**config.mk**
```make
export PLATFORM = sky130hd
export DESIGN_NAME = mmio_perf_counters
export DESIGN_NICKNAME = d
export VERILOG_FILES = /design/src/rtl/mmio_perf_counters.sv
export SDC_FILE = /design/constraint.sdc
export NUM_CORES = 1
export LEC_CHECK = 0
export ABC_AREA = 1
export BUFFER_PORTS_ARGS = -buffer_cell sky130_fd_sc_hd__buf_2
export CAP_MARGIN = 0
export CORE_ASPECT_RATIO = 0.75
export CORE_UTILIZATION = 35
export DETAILED_ROUTE_END_ITERATION = 16
export GPL_TIMING_DRIVEN = 0
export SYNTH_ARGS = -nofsm -noshare
export SYNTH_HDL_FRONTEND = slang
export SYNTH_SLANG_ARGS = --single-unit
```
**constraint.sdc**
```tcl
create_clock -name clk -period 4.15 [get_ports clk]
set_clock_uncertainty 0.2 [all_clocks]
set_input_delay 0.6225 -clock clk [delete_from_list [all_inputs] [get_ports clk]]
set_output_delay 0.6225 -clock clk [all_outputs]
set_load 0.1 [all_outputs]
```
**src/rtl/mmio_perf_counters.sv**
```systemverilog
//==============================================================================
// Module   : mmio_perf_counters
// Brief    : MMIO performance counters (cycle/instr/branch/correct) with
//            1-cycle registered read. Optional macro: PERF_BRANCH_CNT_EN.
// Revision : 1.0 - initial release
//==============================================================================
`default_nettype none

module mmio_perf_counters #(
    parameter logic [31:0] BASE_ADDR = 32'h8000_0000
) (
    input  logic        clk,
    input  logic        rst,
    input  logic [31:0] i_addr,
    input  logic        i_re,
    input  logic [3:0]  i_we,
    input  logic        i_inst_retire,
    input  logic        i_br_retire,
    input  logic        i_br_correct,
    output logic [31:0] o_rdata,
    output logic        o_rhit
);

    localparam logic [5:0] c_OFF_CYCLE   = 6'h04;  // 0x10
    localparam logic [5:0] c_OFF_INST    = 6'h05;  // 0x14
    localparam logic [5:0] c_OFF_RESET   = 6'h06;  // 0x18
    localparam logic [5:0] c_OFF_BRANCH  = 6'h07;  // 0x1c
    localparam logic [5:0] c_OFF_CORRECT = 6'h08;  // 0x20

    logic [31:0] r_cyc_cnt;
    logic [31:0] r_inst_cnt;
    logic [31:0] w_br_val;
    logic [31:0] w_brc_val;
    logic [31:0] r_rdata;
    logic        r_rhit;

    logic        w_region;
    logic [5:0]  w_off;
    logic        w_hit;
    logic        w_clr;
    logic [31:0] w_rval;

    assign w_region = (i_addr[31:28] == BASE_ADDR[31:28]);
    assign w_off    = i_addr[7:2];

    always_comb begin
        w_hit  = 1'b0;
        w_rval = 32'h0;
        if (w_region) begin
            case (w_off)
                c_OFF_CYCLE:   begin w_hit = 1'b1; w_rval = r_cyc_cnt;  end
                c_OFF_INST:    begin w_hit = 1'b1; w_rval = r_inst_cnt; end
                c_OFF_RESET:   begin w_hit = 1'b1; w_rval = 32'h0;      end
                c_OFF_BRANCH:  begin w_hit = 1'b1; w_rval = w_br_val;   end
                c_OFF_CORRECT: begin w_hit = 1'b1; w_rval = w_brc_val;  end
                default:       begin w_hit = 1'b0; w_rval = 32'h0;      end
            endcase
        end
    end

    // Clear wins over any increment on the same edge.
    assign w_clr = w_hit && (i_we != 4'h0) && (w_off == c_OFF_RESET);

    always_ff @(posedge clk or posedge rst) begin
        if (rst) begin
            r_cyc_cnt  <= 32'h0;
            r_inst_cnt <= 32'h0;
        end else if (w_clr) begin
            r_cyc_cnt  <= 32'h0;
            r_inst_cnt <= 32'h0;
        end else begin
            r_cyc_cnt <= r_cyc_cnt + 32'h1;
            if (i_inst_retire) begin
                r_inst_cnt <= r_inst_cnt + 32'h1;
            end
        end
    end

`ifdef PERF_BRANCH_CNT_EN
    logic [31:0] r_br_cnt;
    logic [31:0] r_brc_cnt;

    always_ff @(posedge clk or posedge rst) begin
        if (rst) begin
            r_br_cnt  <= 32'h0;
            r_brc_cnt <= 32'h0;
        end else if (w_clr) begin
            r_br_cnt  <= 32'h0;
            r_brc_cnt <= 32'h0;
        end else if (i_br_retire) begin
            r_br_cnt <= r_br_cnt + 32'h1;
            if (i_br_correct) begin
                r_brc_cnt <= r_brc_cnt + 32'h1;
            end
        end
    end

    assign w_br_val  = r_br_cnt;
    assign w_brc_val = r_brc_cnt;
`else
    logic w_unused_br;

    assign w_br_val    = 32'h0;
    assign w_brc_val   = 32'h0;
    assign w_unused_br = i_br_retire ^ i_br_correct;
`endif

    // rhit tracks every load (so non-hitting loads report 0); rdata moves only on a hit.
    always_ff @(posedge clk or posedge rst) begin
        if (rst) begin
            r_rdata <= 32'h0;
            r_rhit  <= 1'b0;
        end else if (i_re) begin
            r_rhit <= w_hit;
            if (w_hit) begin
                r_rdata <= w_rval;
            end
        end
    end

    logic w_unused_addr;
    assign w_unused_addr = ^{i_addr[27:8], i_addr[1:0]};

    assign o_rdata = r_rdata;
    assign o_rhit  = r_rhit;

endmodule

`default_nettype wire
```
==> impl_metrics.toml <==
[sta]
setup_violations = 0
fin_crit_ns = 2.165
slew_viol_final = 0
relSlewSlack_pct = 65.13
tightest_slew_ns = 0.5214
post-route-period-util_pct = 52.18
rsz0062_at_grt = "no"
hold_viol_final = 0
clock.fmax_mhz = 461.8

[clocking]
clkTransAtPathRegs_ns = 0.07
cts_tree = "built"
clock-sinks = 97
h-tree-depth = 3
clk_latency_ns = 0.35
cts_hold_buf = 0
ctsResizeCount = 0
cts_made_buffers = 9
root_buffer = "clkbuf_16"
cts_buffer_depth = 2
post_cts_buffers = 0

[outcome]
status = "finished clean"

[floorplan]
start_util_pct = 36.27
design.die.area_um2 = 17330
fp.dieH_um = 114.3
die_x_um = 151.7
core_area_um2 = 16220
row_count = 40
ios = 75

[drt]
vias_per_cell = 4.853
via_count = 5382
totalWireLength_um = 16430
ant_nets = 0
drtIter0Drc = 540
drc = 0
detail_route.wl_per_cell_um = 14.81
dr.pass1.iters = 5

[placed_design]
dpl-instance-area_um2 = 6425
dpl.hpwl_um = 13000
io_buffers = 50
routabilityCongestion = 0.9681

[logic_synthesis]
yosys_warnings = 0
syn-instance-count = 832
yosys-top-cells-count = "254 x nand2_1, 127 x inv_1, 101 x nor2_1"
avgSynthCellArea_um2 = 7.070
ys_types = 29
yosysTopAreaCellShare_pct = 41.27
synth-main-ff-cell = "dfrtp_1"
synth_area_um2 = 5882
synth_edf_count = 0
yosys.cell_count.top_type = "nand2_1"
async_flop_share_pct = 100.0
syn-num-nets = 876
ys_top_cells_by_area = "dfrtp_1 41%, nand2_1 16%, inv_1 8.1%, nor2_1 6.4%, nand3_1 4.4%"
synth_seq_cells = 97
seq_area_frac_synth_pct = 41.27
synth_top_area_cell = "dfrtp_1"

[cells_and_area]
nets = 938
utilization_pct = 41.44
fin_area_um2 = 6720
n_antenna_cell = 0
drive_gt1_share_pct = 15.68
area_growth_pct = 14.25

[worst_setup_path]
critPathMaxFanout = 6
critPathLaunchType = "flip-flop"
criticalPathCategory = "flip-flop to flip-flop"
critPathCaptureType = "flip-flop"
cpPeakStageDelay_ns = 0.37
critPathArrivalTime_ns = 2.20
crit_path_top_delay_cell = "dfrtp_1"
worstPathCellList = "ha_1 -> nand3_1 -> nor2_1 -> nand3_1 -> nor2_1 -> nand4_1 -> nand2_1 -> nor2_1"
required_ns = 4.18
path_common_cell = "nor2_1"

[global_route]
grt_pass1_vias = 4869
antenna_found_initial = 0
grt_max_degree = 66
track_usage_pct = 20.01
grt_overflow = 0
grt_pass1_wl_um = 26270

[power]
vdd_ir_drop_max_uv = 223.5
p_leak_nw = 3.453
p_per_area_nw_per_um2 = 381.3

[worst_hold_path]
min_path_type = "input pin to async pin"

[job]
maxCapViolCount = 0
cell usage in the layout (no fill, tap or decap), types with 3 or more instances in the layout:
cell type    n
clkbuf_16    9
inv_2        4
o21ai_0     22
nor2_1     101
a21oi_1      7
nand3_1     52
nor3_1      18
o21ai_2     17
o21ai_1     10
xor2_1      14
nand2_1    254
o211ai_1     3
nand2_2      9
nor2_4       7
dfrtp_1     97
o22ai_1     32
buf_6        8
nand3_2      5
buf_2       57
inv_1      126
clkbuf_1     6
nor2_2       7
nand4_1     12
worst max-delay path, delay by kind of cell (launching register included):
kind / cells / cell delay, ns
DFF: 1 / 0.37
and+or+nand+nor: 7 / 1.24
adders and majority gates: 1 / 0.23
layout make-up:
cell class | count | area, µm²
Buffer | 23 | 162.7
Clock buffer | 10 | 239.0
Clock inverter | 6 | 56.30
Fill cell | 1737 | 9495
Inverter | 131 | 494.2
Multi-Input combinational cell | 581 | 2800
Sequential cell | 97 | 2427
Tap cell | 210 | 262.8
Timing Repair Buffer | 51 | 277.8
metrics by stage:
| step | power [mW] | TNS, ns | instances | worst slack [ns] | hold WS, ns |
|---|---|---|---|---|---|
| 6_report | 2.562 | 0 | 1109 | 1.985 | 0.07999 |
| 5_1_grt | 2.697 | 0 | 1109 | 1.920 | 0.1129 |
| 4_1_cts | 2.575 | 0 | 1109 | 2.030 | 0.09179 |
| 3_5_place_dp | 1.729 | 0 | 1093 | 1.766 | 0.2621 |
| 3_3_place_gp | 1.719 | -48.42 | 1092 | -0.5088 | 0.2614 |
| 2_1_floorplan | 1.560 | 0 | 832 | 0.7938 | 0.3082 |
state kept, by name, indices dropped and copies added (netlist names):
signal / count
o_rhit: 1
o_rdata: 32
r_inst_cnt: 32
r_cyc_cnt: 32
final timing paths:
| check | start | endpoint | slack [ns] | cells past startpoint |
|---|---|---|---|---|
| min in group clk | o_rdata[29]$_DFFE_PP0P_ | o_rdata[29]$_DFFE_PP0P_ | 0.28 | 2 |
| worst max-delay path | r_cyc_cnt[0]$_DFF_PP0_ | r_cyc_cnt[26]$_DFF_PP0_ | 1.98 | 8 |
| worst max register to register | r_cyc_cnt[0]$_DFF_PP0_ | r_cyc_cnt[26]$_DFF_PP0_ | 1.98 | 8 |
| worst min register to register | o_rdata[29]$_DFFE_PP0P_ | o_rdata[29]$_DFFE_PP0P_ | 0.28 | 2 |
| max in group asynchronous | rst | r_inst_cnt[11]$_DFFE_PP0P_ | 3.00 | 3 |
| worst min-delay path | rst | o_rdata[24]$_DFFE_PP0P_ | 0.08 | 2 |
logic make-up after synthesis:
group                    Yosys count  synth area share, %
AO/OA/AOI/OAI                     91                9.636
adder cells (fa/ha/maj)            2               0.4254
flip-flops                        97                41.27
AND/OR/NAND/NOR                  474                35.46
XOR/XNOR                          14                2.085
buffers and inverters            154                11.13
layer usage:
layer | track usage, % | part of all wire [%] | vias up
li1 | - | - | 2737
met1 | 32.22 | 51 | 2456
met2 | 27.27 | 40 | 175
met3 | 3.586 | 7.7 | 14
met4 | 3.696 | 1.1 | 0
met5 | 0 | 0 | -
power breakdown:
part           total (mW)  switching (mW)  leakage, nW  internal (mW)
registers            1.14           0.105         1.18           1.03
logic               0.579           0.409         2.13          0.170
clock network       0.843           0.406        0.144          0.438
total                2.56           0.920         3.45           1.64
Note: power is estimated with default switching activity, not from simulation.
